$ cat config.mk
export PLATFORM = sky130hd
export DESIGN_NAME = kws_mac_ctrl
export DESIGN_NICKNAME = d
export VERILOG_FILES = /design/src/rtl/kws_mac_ctrl.sv
export SDC_FILE = /design/constraint.sdc
export NUM_CORES = 1
export LEC_CHECK = 0
export CELL_PAD_IN_SITES_DETAIL_PLACEMENT = 0
export CELL_PAD_IN_SITES_GLOBAL_PLACEMENT = 1
export CORE_MARGIN = 2
export CORE_UTILIZATION = 25
export CTS_CLUSTER_DIAMETER = 30
export DETAILED_ROUTE_END_ITERATION = 10
export GPL_ROUTABILITY_DRIVEN = 0
export PLACE_DENSITY = 0.52
export SYNTH_ARGS = -nofsm -noshare
export SYNTH_HDL_FRONTEND = slang
export SYNTH_SLANG_ARGS = --single-unit
$ cat constraint.sdc
create_clock -name clk -period 17.4 [get_ports clk]
set_input_delay 5.22 -clock clk [delete_from_list [all_inputs] [get_ports clk]]
set_output_delay 5.22 -clock clk [all_outputs]
set_load 0.01 [all_outputs]
$ cat src/rtl/kws_mac_ctrl.sv
// KWS MAC CFU controller: command decode, operand stage, acc/cnt, response buffer.
// Optional macro KWS_MAC_CTRL_SAT_EN: saturate MAC results to signed 32-bit.

module mac (
   input  logic [2:0]  function_id,
   input  logic [31:0] in0,
   input  logic [31:0] in1,
   input  logic [31:0] acc,
   output logic [31:0] acc_next
);

   logic signed [9:0]  a;
   logic signed [9:0]  f;
   logic signed [19:0] p;
   logic [31:0]        sum;
   logic               fid_unused;

   assign fid_unused = ^function_id[2:1];

   // flipping the sign bit of an int8 yields (x+128) as unsigned
   always_comb begin
      sum = '0;
      a   = '0;
      f   = '0;
      p   = '0;
      for (int i = 0; i < 4; i++) begin
         a = {2'b00, ~in0[8*i+7], in0[8*i +: 7]};
         f = {{2{in1[8*i+7]}}, in1[8*i +: 8]};
         p = 20'(a) * 20'(f);
         if (i == 0 || !function_id[0])
            sum = sum + 32'(p);
      end
   end

   assign acc_next = acc + sum;

endmodule

module kws_mac_ctrl #(
   parameter int CNT_W = 16
) (
   input  logic        clk,
   input  logic        reset_n,
   input  logic        cmd_valid,
   output logic        cmd_ready,
   input  logic [9:0]  cmd_function_id,
   input  logic [31:0] cmd_inputs_0,
   input  logic [31:0] cmd_inputs_1,
   output logic        rsp_valid,
   input  logic        rsp_ready,
   output logic [31:0] rsp_outputs_0
);

   typedef enum logic [2:0] {
      OP_MAC4 = 3'd0,
      OP_MAC1 = 3'd1,
      OP_SET  = 3'd2,
      OP_GET  = 3'd3,
      OP_CNT  = 3'd4,
      OP_CLR  = 3'd5
   } op_t;

   logic             s1_v;
   logic [2:0]       s1_f;
   logic [31:0]      s1_in0;
   logic [31:0]      s1_in1;
   logic [31:0]      acc;
   logic [CNT_W-1:0] cnt;

   logic             advance;
   logic             accept;
   logic             fire;
   logic             fid_unused;
   logic [31:0]      acc_next;
   logic [31:0]      mac_res;
   logic [31:0]      acc_d;
   logic [31:0]      rsp_d;
   logic [CNT_W-1:0] cnt_d;
   logic [CNT_W-1:0] cnt_inc;

   assign fid_unused = ^cmd_function_id[9:3];

   assign advance   = !rsp_valid || rsp_ready;
   assign cmd_ready = !s1_v || advance;
   assign accept    = cmd_valid && cmd_ready;
   assign fire      = s1_v && advance;

   mac u_mac (
      .function_id (s1_f),
      .in0         (s1_in0),
      .in1         (s1_in1),
      .acc         (acc),
      .acc_next    (acc_next)
   );

`ifdef KWS_MAC_CTRL_SAT_EN
   logic [31:0] delta;
   logic        ovf;

   // product sum is small, so the wrapped delta carries its true sign
   assign delta = acc_next - acc;
   assign ovf   = (acc[31] == delta[31])
               && (acc_next[31] != acc[31]);
   assign mac_res = !ovf ? acc_next :
                    acc[31] ? 32'h8000_0000 :
                              32'h7FFF_FFFF;
`else
   assign mac_res = acc_next;
`endif

   assign cnt_inc = (&cnt) ? cnt : cnt + 1'b1;

   always_comb begin
      acc_d = acc;
      cnt_d = cnt;
      rsp_d = '0;
      unique case (s1_f)
         OP_MAC4, OP_MAC1: begin
            acc_d = mac_res;
            cnt_d = cnt_inc;
            rsp_d = mac_res;
         end
         OP_SET: begin
            acc_d = s1_in0;
            rsp_d = acc;
         end
         OP_GET: rsp_d = acc;
         OP_CNT: rsp_d = 32'(cnt);
         OP_CLR: begin
            acc_d = '0;
            cnt_d = '0;
            rsp_d = acc;
         end
         default: rsp_d = '0;
      endcase
   end

   always_ff @(posedge clk) begin
      if (!reset_n) begin
         s1_v          <= 1'b0;
         s1_f          <= '0;
         s1_in0        <= '0;
         s1_in1        <= '0;
         acc           <= '0;
         cnt           <= '0;
         rsp_valid     <= 1'b0;
         rsp_outputs_0 <= '0;
      end else begin
         if (accept) begin
            s1_f   <= cmd_function_id[2:0];
            s1_in0 <= cmd_inputs_0;
            s1_in1 <= cmd_inputs_1;
         end
         if (accept)
            s1_v <= 1'b1;
         else if (fire)
            s1_v <= 1'b0;
         if (fire) begin
            acc           <= acc_d;
            cnt           <= cnt_d;
            rsp_outputs_0 <= rsp_d;
            rsp_valid     <= 1'b1;
         end else if (rsp_ready) begin
            rsp_valid <= 1'b0;
         end
      end
   end

endmodule

# == After elaboration in Yosys (flattened, before gate mapping) ==
# Index checks and enable logic that the tools add are counted.
# classes
add_sub_neg,5
mul,4
eq_ne,6
muxes,11
n_bitwise,4
reduce_logical,16
# op_table
operator,n
case mux 32 bit (3 select lines),2
adder 32 bit,3
two-way mux 32 bit,3
multiplier 9 x 8 -> 17 bit,4
case mux 16 bit (2 select lines),1
adder 17 x 17 -> 18 bit,1
adder 16 x 1 -> 16 bit (second input constant),1
two-way mux 16 bit,1
AND reduction 16 bit,1
== test 3 x 2 -> 1 bit (second input constant),2
== test 3 bit (second input constant),2
nonzero test 2 bit,3
two-way mux 1 bit,4
NOT 1 bit,4
== test 3 x 1 -> 1 bit (second input constant),1
zero test 3 bit,1
AND reduction 3 bit,1
nonzero test 3 bit,1
OR reduction 3 bit,1
logical AND 1 bit,2
zero test 1 bit,2
logical OR 1 bit,2
!= test 2 bit (second input constant),1
AND reduction 2 bit,1
OR reduction 2 bit,1
# word_totals
register_bits,149
input_bits,78
output_inout_bits,34
elab_cells,54

# == Logic depth before layout (Yosys ltp) ==
# logic_depth
depth_word,10
mapped_depth,62
mapped_depth_nobuf,61

# == By module ==
# From an unflattened synthesis, not the netlist that was laid out.
# hier_totals
cells_unflattened,2464
hier_area_um2,19795.2
# by_module_without_submodules
mod,n_inst,cells_per_inst,area_per_inst_um2,seq_area_each_um2
mac,1,1649,13352.8,0.0
kws_mac_ctrl,1,815,6442.4,2982.9

# == Worst setup path after synthesis ==
# No wires, ideal clock.
# synth_timing
path_kind,reg2reg
startpoint,register s1_in0[4]
endpoint,register acc[31]
setup_time_ns,0.069
arrival_ns,12.287
t_required_ns,17.331
path_slack_ns,5.044
path_stages_with_launch,61
path_buffers,1
period_less_slack_ns,12.356
cell_sequence,dfxtp_1 > clkbuf_1 > and2_1 > ha_1 > inv_1 > fa_1 > inv_1 > ha_1 > inv_1 > fa_1 > inv_1 > ha_1 > inv_1 > fa_1 > xor2_1 > fa_1 > fa_1 > inv_1 > (+25 left out) > or4_1 > a21oi_1 > o41ai_2 > a21oi_1 > nor2_1 > xor2_1 > a21oi_1 > ha_1 > a211o_1 > or3_1 > o211ai_2 > o21ai_1 > a21oi_2 > o211ai_2 > a21o_1 > a21oi_2 > xnor3_1 > o21ai_1
# synth_via
elab_chain_cells,9
# synth_lines
element,line_no,source
start: declaration,65,logic [31:0] s1_in0;
start signal: assignment,151,s1_in0 <= cmd_inputs_0;
multiplier 9 x 8 -> 17 bit *,29,p = 20'(a) * 20'(f);
adder 17 x 17 -> 18 bit,31,sum = sum + 32'(p);
two-way mux 32 bit *,30,if (i == 0 || !function_id[0])
adder 32 bit,31,
two-way mux 32 bit *,30,
adder 32 bit,31,
two-way mux 32 bit *,30,
adder 32 bit *,35,assign acc_next = acc + sum;
case mux 32 bit (3 select lines) *,117,unique case (s1_f)
end signal: assignment,144,acc <= '0;
end signal: assignment,159,acc <= acc_d;
end: declaration,67,logic [31:0] acc;
# Mark *: on every way between the ends. The rest lies on a longest branch, timed or not.
# A chain may end at the register's enable or synchronous reset.

# == Worst setup path after layout ==
# layout_timing
startpoint,register s1_in0[0]
endpoint,register acc[31]
# Same word-level chain as after synthesis.

==> qor.yml <==
status: "completed"
slew_viol_final: 0
end_kind: "flop"
nNetsFinal: 2991
maxCapViolCount: 0
start_kind: "flop"
slowest_stage: "dfxtp_1"
post_cts_resized: 0
cts_buffer_depth: 2
powerDensity_nw_per_um2: 92.25
totalPowerFinal_mw: 2.080
die_h_um: 286.2
ant_nets: 0
viasPerCell: 4.707
finalClockSkew_ps: 16.57
layout_common_cells: "314 x nand2_1, 299 x inv_1, 261 x ha_1"
syn_area_per_cell_um2: 8.099
drc: 0
tns_ps: 0
setup_violations: 0
final_util_pct: 28.58
r2r-start: "s1_in0[0]$_SDFFE_PN0P_"
htreeDepth: 4
cts.clk_slew.worst_paths_ps: 70
ys_ff_latch: 149
first_iter_violations: 619
relSlewSlack_pct: 43.05
core_um2: 78870
crit_required_ps: 17820
arrival_ps: 14820
synth_cell_types: 83
postCtsSetupBuffers: 0
layout_commonest_cell: "nand2_1"
grt_first_pass_wirelength_um: 98000
synth_edf_count: 0
crit_start: "s1_in0[0]$_SDFFE_PN0P_"
grt_pass1_vias: 17474
synth_area_um2: 19910
cts_sinks: 149
antenna_found_initial: 4
r2r_slack_ps: 3000
postSynthCellCount: 2458
worstHoldPathType: "flop to flop"
min_period_ps: 14400
syn-num-nets: 2964
cp_common_cell: "ha_1"
cts-root-buf: "clkbuf_16"
dp_hpwl_um: 49400
synth_seq_area_share_pct: 14.98
grt-ovfl-total: 0
fin_hold_ws_ps: 473.2
stdcell_count: 3548
ioPinCount: 112
wl_per_cell_um: 17.20
tightest_slew_ps: 845.3
hold_viol: 0
synth_ff_type: "dfxtp_1"
cp_max_fo: 10
synthArstFlopShare_pct: 0
rsz0062_at_grt: "false"
yosysWarnings: 0
grt_max_degree: 77
slowest_delay_ps: 690
cp_top_family: "adder cells"
clk_latency_ps: 490
critical_path_class: "flop to flop"
vias: 16699
min-delay-start: "rsp_outputs_0[27]$_SDFFE_PN0P_"
leakagePower_nw: 10.51
irDropWorstVdd_mv: 0.07062
rows: 103
ctsHoldBuffers: 0
crit_buf_inv: 6
fin_crit_sh_pct: 82.76
die_w_um: 286.2
areaGrowthSynthToFinish_pct: 13.24
tritoncts: "yes"
antenna_cells: 0
drive_gt1_share_pct: 3.122
drtPass1Iterations: 5
grt_usage_pct: 15.37
numPortBuffers: 104
timing.fmax_ghz: 0.06945
dieArea_um2: 81900
routed_wl_um: 61030
start_util_pct: 25.24
cts_buffers: 17
dp_cells: 3516
-- state kept, by name, indices dropped and copies added, names as in the netlist --
register and flops:
s1_in1 32, s1_f 3, s1_in0 32, rsp_valid 1, rsp_outputs_0 32, s1_v 1
acc 32, cnt 16
-- Yosys cell counts (23+ instances only) --
master | number | area [µm²]
nor2b_1 | 59 | 369.1
a21oi_1 | 117 | 585.6
a22oi_1 | 24 | 180.2
xor2_1 | 52 | 455.4
xnor2_1 | 72 | 630.6
dfxtp_1 | 149 | 2983
nand2_1 | 315 | 1182
nand3_1 | 27 | 135.1
o21ai_1 | 29 | 145.1
a21boi_0 | 69 | 518.0
and2_1 | 133 | 832.1
nand2b_1 | 35 | 219.0
nor3_1 | 32 | 160.2
nor2_1 | 106 | 397.9
o21bai_1 | 23 | 172.7
o21ai_0 | 105 | 525.5
a21o_1 | 49 | 367.9
clkbuf_1 | 103 | 386.6
ha_1 | 261 | 3266
inv_1 | 299 | 1122
fa_1 | 167 | 3343
-- power breakdown --
part / total [mW] / switching [mW] / internal [mW]
logic: 1.26 / 0.750 / 0.514
clock network: 0.395 / 0.189 / 0.206
registers: 0.421 / 0.0483 / 0.372
total: 2.08 / 0.987 / 1.09
-- metal layers --
metal	wire, µm	GRT usage, %	vias to the layer above
li1	-	-	8279
met1	28730	19.90	8166
met2	28950	26.10	195
met3	1903	2.432	59
met4	1444	4.856	0
met5	0	0	-
-- worst paths after layout --
check / end / cells past startpoint
min: rsp_outputs_0[27]$_SDFFE_PN0P_ / 2
min reg2reg: rsp_outputs_0[27]$_SDFFE_PN0P_ / 2
max: acc[31]$_SDFFE_PN0P_ / 59
max reg2reg: acc[31]$_SDFFE_PN0P_ / 59
-- final cells by class --
cell class | instances | area (µm²)
Fill cell | 8521 | 56330
Multi-Input combinational cell | 1896 | 15360
Sequential cell | 149 | 2984
Tap cell | 1050 | 1314
Timing Repair Buffer | 121 | 1166
Inverter | 300 | 1126
Clock buffer | 18 | 439.2
Clock inverter | 14 | 155.1
-- cells by family after synthesis --
| kind of cell | after synthesis | share of synthesized area (%) |
|---|---|---|
| simple gates | 771 | 18.72 |
| flops | 149 | 14.98 |
| compound gates | 567 | 19.18 |
| mux | 4 | 0.2137 |
| xor+xnor | 126 | 5.688 |
| fa+ha+maj | 428 | 33.20 |
| buf+inv | 413 | 8.013 |
-- through the flow --
stage,setup WS [ps],cell area (µm²)
after floorplan,5044,19910
after global placement,3060,21950
after detailed placement,3013,21950
after CTS,2897,22540
after global routing,1843,22540
final,3000,22540
-- tightest hold or removal path: stages (launching register included) --
cell     delay [ps]
dfxtp_1         320
nand3_1          60
o21ai_1          50
Power figures use the tool's default switching activity.
